===== src/rtl/cntnet_seq_cnt.sv =====
// Phase/step sequencer: on start, sweeps cnt FIRST..LAST, PASSES times, stepping only when en is high.
// Optional sticky restart-while-busy flag: define CNTNET_SEQ_CNT_OVERRUN_EN.
module cntnet_seq_cnt #(
    parameter int WIDTH  = 3,
    parameter int FIRST  = 1,
    parameter int LAST   = 7,
    parameter int PASSES = 1,
    localparam int PASS_W = (PASSES > 1) ? $clog2(PASSES) : 1
) (
    input  logic              clk,
    input  logic              reset,
    input  logic              start,
    input  logic              en,
    output logic [WIDTH-1:0]  cnt,
    output logic [PASS_W-1:0] pass_idx,
    output logic              busy,
    output logic              last,
    output logic              done
`ifdef CNTNET_SEQ_CNT_OVERRUN_EN
    ,
    output logic              overrun
`endif
);

    localparam logic [WIDTH-1:0]  FIRST_V   = WIDTH'(FIRST);
    localparam logic [WIDTH-1:0]  LAST_V    = WIDTH'(LAST);
    localparam logic [PASS_W-1:0] PASS_LAST = PASS_W'(PASSES - 1);

    if (FIRST < 1 || FIRST > LAST || LAST > (2**WIDTH) - 1 || PASSES < 1) begin : g_bad_params
        $error("cntnet_seq_cnt: illegal parameters WIDTH=%0d FIRST=%0d LAST=%0d PASSES=%0d",
               WIDTH, FIRST, LAST, PASSES);
    end

    typedef enum logic {IDLE, RUN} state_t;
    state_t state;

    always_ff @(posedge clk) begin
        if (reset) begin
            state    <= IDLE;
            cnt      <= '0;
            pass_idx <= '0;
            busy     <= 1'b0;
            done     <= 1'b0;
        end else if (start) begin
            // Restart from any state, including the final-step cycle, which suppresses done.
            state    <= RUN;
            cnt      <= FIRST_V;
            pass_idx <= '0;
            busy     <= 1'b1;
            done     <= 1'b0;
        end else begin
            done <= 1'b0;
            case (state)
                IDLE: begin
                    cnt      <= '0;
                    pass_idx <= '0;
                    busy     <= 1'b0;
                end
                RUN: begin
                    if (en) begin
                        if (cnt < LAST_V) begin
                            cnt <= cnt + 1'b1;
                        end else if (pass_idx != PASS_LAST) begin
                            cnt      <= FIRST_V;
                            pass_idx <= pass_idx + 1'b1;
                        end else begin
                            state    <= IDLE;
                            cnt      <= '0;
                            pass_idx <= '0;
                            busy     <= 1'b0;
                            done     <= 1'b1;
                        end
                    end
                end
                default: begin
                    state    <= IDLE;
                    cnt      <= '0;
                    pass_idx <= '0;
                    busy     <= 1'b0;
                end
            endcase
        end
    end

    assign last = busy && (cnt == LAST_V) && (pass_idx == PASS_LAST);

`ifdef CNTNET_SEQ_CNT_OVERRUN_EN
    always_ff @(posedge clk) begin
        if (reset)
            overrun <= 1'b0;
        else if (start && busy)
            overrun <= 1'b1;
    end
`endif

endmodule


===== config.mk =====
export PLATFORM = sky130hd
export DESIGN_NAME = cntnet_seq_cnt
export DESIGN_NICKNAME = d
export VERILOG_FILES = /design/src/rtl/cntnet_seq_cnt.sv
export SDC_FILE = /design/constraint.sdc
export NUM_CORES = 1
export LEC_CHECK = 0
export CAP_MARGIN = 20
export CORE_AREA = 2 2 39 41
export DETAILED_ROUTE_END_ITERATION = 7
export DIE_AREA = 0 0 41 43
export DONT_BUFFER_PORTS = 1
export SYNTH_ARGS = -nofsm -noshare
export SYNTH_HDL_FRONTEND = slang
export SYNTH_SLANG_ARGS = --single-unit

===== constraint.sdc =====
create_clock -name clk -period 1.3 [get_ports clk]
set_input_delay 0.195 -clock clk [delete_from_list [all_inputs] [get_ports clk]]
set_output_delay 0.195 -clock clk [all_outputs]
set_load 0.02 [all_outputs]

Yosys cells after proc, flatten, opt, wreduce, memory -nomap -nowiden
Index checks and enable logic that the tools add are counted.
{ "op_classes": {"add_sub_neg": 2, "n_lt_le_gt_ge": 1, "eq_ne": 6, "muxes": 20, "bitwise": 3, "n_reduce_logical": 6} }
{ "ops": {"columns": ["operator", "n"], "rows": [
  ["$mux W1", 15],
  ["$ne A3 B3 Y1 const B", 3],
  ["$mux W3", 2],
  ["$pmux W3 S2", 1],
  ["$reduce_or A5 Y1", 1],
  ["$ne A2 B2 Y1 const B", 2],
  ["$pmux W1 S2", 2],
  ["$add A3 B1 Y3 const B", 1],
  ["$eq A3 B3 Y1 const B", 1],
  ["$lt A3 B3 Y1 const B", 1],
  ["$not A1 Y1", 3],
  ["$reduce_and A3 Y1", 1],
  ["$logic_and A1 B1 Y1", 2],
  ["$reduce_and A2 Y1", 1],
  ["$reduce_or A2 Y1", 1],
  ["$add A1 B1 Y1 const B", 1]
]} }
{ "totals": {"reg_bits": 7} }

Logic depth before layout (Yosys ltp)
{ "depth": {"depth_word": 5, "mapped_depth": 4, "mapped_depth_nobuf": 4} }

Worst setup path before layout
No wires, ideal clock.
{ "synth_timing": {"kind": "register -> output", "startpoint": "reg cnt[0]", "endpoint": "out last", "arrival_ns": 1.006, "required_time_ns": 1.105, "slack_ns": 0.099, "stages_incl_launch_ff": 4, "path_buffers": 0, "path_cell_list": "dfxtp_1 ha_1 ha_1 and2_1"} }
{ "synth_via": {"elab_chain_len": 3} }
{ "synth_rtl": {"columns": ["element", "line_no", "source"], "rows": [
  ["start: declaration", "14", "output logic [WIDTH-1:0] cnt,"],
  ["start signal: assignment", "62", "cnt <= cnt + 1'b1;"],
  ["$eq A3 B3 Y1", "85", "assign last = busy && (cnt == LAST_V) && (pass_idx == PASS_LAST);"],
  ["$logic_and A1 B1 Y1 (2 in a row)", "85", null],
  ["end: declaration", "17", "output logic last,"]
]} }
No other way between the ends.

Worst setup path after layout
Same ends and word-level chain as after synthesis.

==> impl_metrics.env <==
export IMPL_number_of_antenna_violations_at_the_first_check_in_global_routing=0
export IMPL_p_clk_share_pct=42.0
export IMPL_fp_dieW_um=41
export IMPL_starting_density_of_the_core_pct=19.0
export IMPL_number_of_storage_elements_in_the_synthesis_netlist=6
export IMPL_worst_setup_path_end_kind="output pin"
export IMPL_setup_viol_count_final=0
export IMPL_run_status="finished clean"
export IMPL_first_global_vias=210
export IMPL_critical_path_max_fanout=2
export IMPL_comb_power_share_pct=9.9
export IMPL_netlist_area_um2=263
export IMPL_mappedNetlistNets=30
export IMPL_dr_pass1_iters=3
export IMPL_report_final_slew_viol_count=0
export IMPL_power_dens_cells_nw_per_um2=1220
export IMPL_cap_violations=0
export IMPL_worst_skew_pair_late_latency_ns=0.24
export IMPL_drt_wirelength_per_cell_um=11.1
export IMPL_hold_class="in2reg"
export IMPL_crit_chain="ha_2 -> ha_2 -> and2_4"
export IMPL_drt_first_iter_violations=2
export IMPL_synth_edf_count=0
export IMPL_worst_ep_required_time_ns=1.11
export IMPL_first_pass_grt_wire_length_um=807
export IMPL_synth_most_common_cell="sky130_fd_sc_hd__dfxtp_1"
export IMPL_route_detailed_vias_per_inst=4.07
export IMPL_syn_instance_count=24
export IMPL_post_synth_cell_area_avg_um2=10.9
export IMPL_drt_wl_total_um=509
export IMPL_area_growth_pct=28.6
export IMPL_max_stage_delay_ns=0.31
export IMPL_total_number_of_yosys_warnings=0
export IMPL_worstPathBufferInverterCount=0
export IMPL_yosysSeqAreaShare_pct=45.7
export IMPL_critical_path_slowest_cell="sky130_fd_sc_hd__dfxtp_2"
export IMPL_p_leak_nw=0.138
export IMPL_place_congestion=0.635
export IMPL_grt_start_max_net_pins=6
export IMPL_synth_area_top_cells="sky130_fd_sc_hd__dfxtp_1, sky130_fd_sc_hd__ha_1, sky130_fd_sc_hd__mux2i_1, sky130_fd_sc_hd__nor3b_2, sky130_fd_sc_hd__nor4_1"
export IMPL_fp_dieH_um=43
export IMPL_p_int_mw=0.317
export IMPL_yosys_area_top_type_share_pct=45.7
export IMPL_timing_hold_violations_final=0
export IMPL_cts_num_sinks=6
export IMPL_gr_usage_all_layers_pct=7.44
export IMPL_die_area_um2=1760
export IMPL_power_switching_share_pct=23.3
export IMPL_worst_path_arrival_ns=1.05
export IMPL_drtAntennaViolNets=0
export IMPL_fin_tns_setup_ns=0
export IMPL_synth_cells_most_frequent="sky130_fd_sc_hd__dfxtp_1, sky130_fd_sc_hd__ha_1, sky130_fd_sc_hd__mux2i_1, sky130_fd_sc_hd__nor4_1, sky130_fd_sc_hd__o21ai_0"
export IMPL_async_reset_ff_share_pct=0
export IMPL_drive_gt1_share_pct=46.7
export IMPL_seq_power_share_pct=48.1
export IMPL_crit_top_cell="sky130_fd_sc_hd__ha_2"
export IMPL_critical_path_startpoint_type="register"
export IMPL_drc=0
export IMPL_cts_tree="built"
export IMPL_cts_hold_buffers=0
export IMPL_hpwlAfterDp_um=388
export IMPL_max_freq_mhz=801
export IMPL_cts_max_path_buffers=2
export IMPL_port_buffers=0
export IMPL_ir_worst_vdd_mv=0.251
export IMPL_period_share_pct=96.0
export IMPL_cts_root_buf="sky130_fd_sc_hd__clkbuf_4"
export IMPL_h_tree_depth=1
export IMPL_worst_setup_hold_path_clk_slew_ns=0.05
export IMPL_skew_ns=0.00183
export IMPL_finalHoldWorstSlack_ns=0.0159
export IMPL_synth_top_cell_by_area="sky130_fd_sc_hd__dfxtp_1"
export IMPL_setup_repair_after_global_routing_missed_its_margin="no"
export IMPL_num_fill_cells=149
export IMPL_ys_types=15
export IMPL_synth_top_flop_cell="sky130_fd_sc_hd__dfxtp_1"
export IMPL_final_min_clock_period_ns=1.25
export IMPL_global_route_overflow_total=0
export IMPL_vias=187
export IMPL_clock_buffer_count_from_cts=3
export IMPL_cts_repair_timing_setup_buffer_count=0
export IMPL_core_um2=1380
export IMPL_placementRows=14
export IMPL_crit_family="adder cells"
export IMPL_p_switching_mw=0.0965
export IMPL_boundaryPins=11
export IMPL_num_nets_final=38
export IMPL_diodes=0
export IMPL_timing_worst_setup_path_type="reg2out"
==> per-stage QoR <==
stage / cells / setup slack [ns] / instance area, um2 / power [mW] / utilization (%)
floorplan: 24 / 0.0989 / 263 / 0.231 / -
global placement: 43 / 0.219 / 305 / 0.242 / 22.1
detailed placement: 43 / 0.219 / 305 / 0.242 / 22.1
CTS: 46 / 0.0208 / 334 / 0.422 / 24.1
global route: 46 / 0.00442 / 338 / 0.435 / 24.4
finish: 46 / 0.0521 / 338 / 0.413 / 24.4
==> layout by cell type, fill, tap and decap left out <==
cell / netlist / routed
sky130_fd_sc_hd__buf_4: 1 / 4
sky130_fd_sc_hd__o21ai_0: 2 / 2
sky130_fd_sc_hd__o31ai_1: 1 / 1
sky130_fd_sc_hd__and4_4: 1 / 1
sky130_fd_sc_hd__conb_1: 1 / 1
sky130_fd_sc_hd__and2_4: 0 / 1
sky130_fd_sc_hd__nor4_1: 2 / 2
sky130_fd_sc_hd__nand2b_1: 1 / 1
sky130_fd_sc_hd__nor3b_2: 1 / 1
sky130_fd_sc_hd__clkbuf_4: 0 / 3
sky130_fd_sc_hd__ha_2: 0 / 2
sky130_fd_sc_hd__xnor2_1: 1 / 1
sky130_fd_sc_hd__nand2_1: 1 / 1
sky130_fd_sc_hd__mux2i_1: 2 / 2
sky130_fd_sc_hd__dfxtp_1: 6 / 4
sky130_fd_sc_hd__dfxtp_2: 0 / 2
sky130_fd_sc_hd__or2b_1: 1 / 1
==> registers in the layout, indices dropped and copies added (netlist names) <==
name,flops
busy,1
done,1
state,1
cnt,3
==> worst register-to-register path: stages, from the launching register on <==
cell and delay, ns:
sky130_fd_sc_hd__dfxtp_2 0.31, sky130_fd_sc_hd__ha_2 0.17, sky130_fd_sc_hd__ha_2 0.30, sky130_fd_sc_hd__mux2i_1 0.07
sky130_fd_sc_hd__nor4_1 0.16
==> layout make-up <==
class	count	area (um2)	share of cell area, %
timing repair buffer	4	30.0	8.89
sequential	6	123	36.3
tap	16	20.0	5.93
multi-input combinational	17	143	42.2
clock buffer	3	22.5	6.67
==> power by group through the flow <==
| stage | Sequential [mW] | Clock, mW | Combinational (mW) |
|---|---|---|---|
| final | 0.199 | 0.173 | 0.0410 |
| after floorplan | 0.210 | 0 | 0.0214 |
| after global placement | 0.201 | 0 | 0.0409 |
| after detailed placement | 0.201 | 0 | 0.0409 |
| after CTS | 0.199 | 0.181 | 0.0416 |
| after global routing | 0.200 | 0.190 | 0.0453 |
==> worst paths after layout <==
kind	startpoint	endpoint	slack, ns	cells past startpoint
min reg2reg	state	busy	0.46	2
max	cnt[0]	last	0.05	3
max reg2reg	cnt[0]	cnt[2]	0.20	4
min	start	cnt[1]	0.02	1
==> cells by family (layout without fill, tap and decap cells) <==
kind of cell               Yosys count  after routing  share of synthesized area, %
adders and majority gates            2              2                          9.52
xor gates and xnor gates             1              1                          3.33
other                                1              1                          1.43
DFF                                  6              6                          45.7
AOI/OAI and AO/OA                    3              3                          6.67
muxes                                2              2                          7.62
and+or+nand+nor                      8              8                          22.9
buffers and inverters                1              7                          2.86
==> routing by layer <==
layer | track usage (%) | part of all wire [%]
met1 | 8.09 | 45
met4 | 6.00 | 0
met5 | 0 | 0
met3 | 5.76 | 9.8
met2 | 9.06 | 45
==> timing repair <==
action | in CTS | in global routing
setup endpoints to repair | 1 | 1
resized for setup | 4 | 2
gates cloned | 0 | 0
No activity file was read; power rests on OpenSTA's default activity.
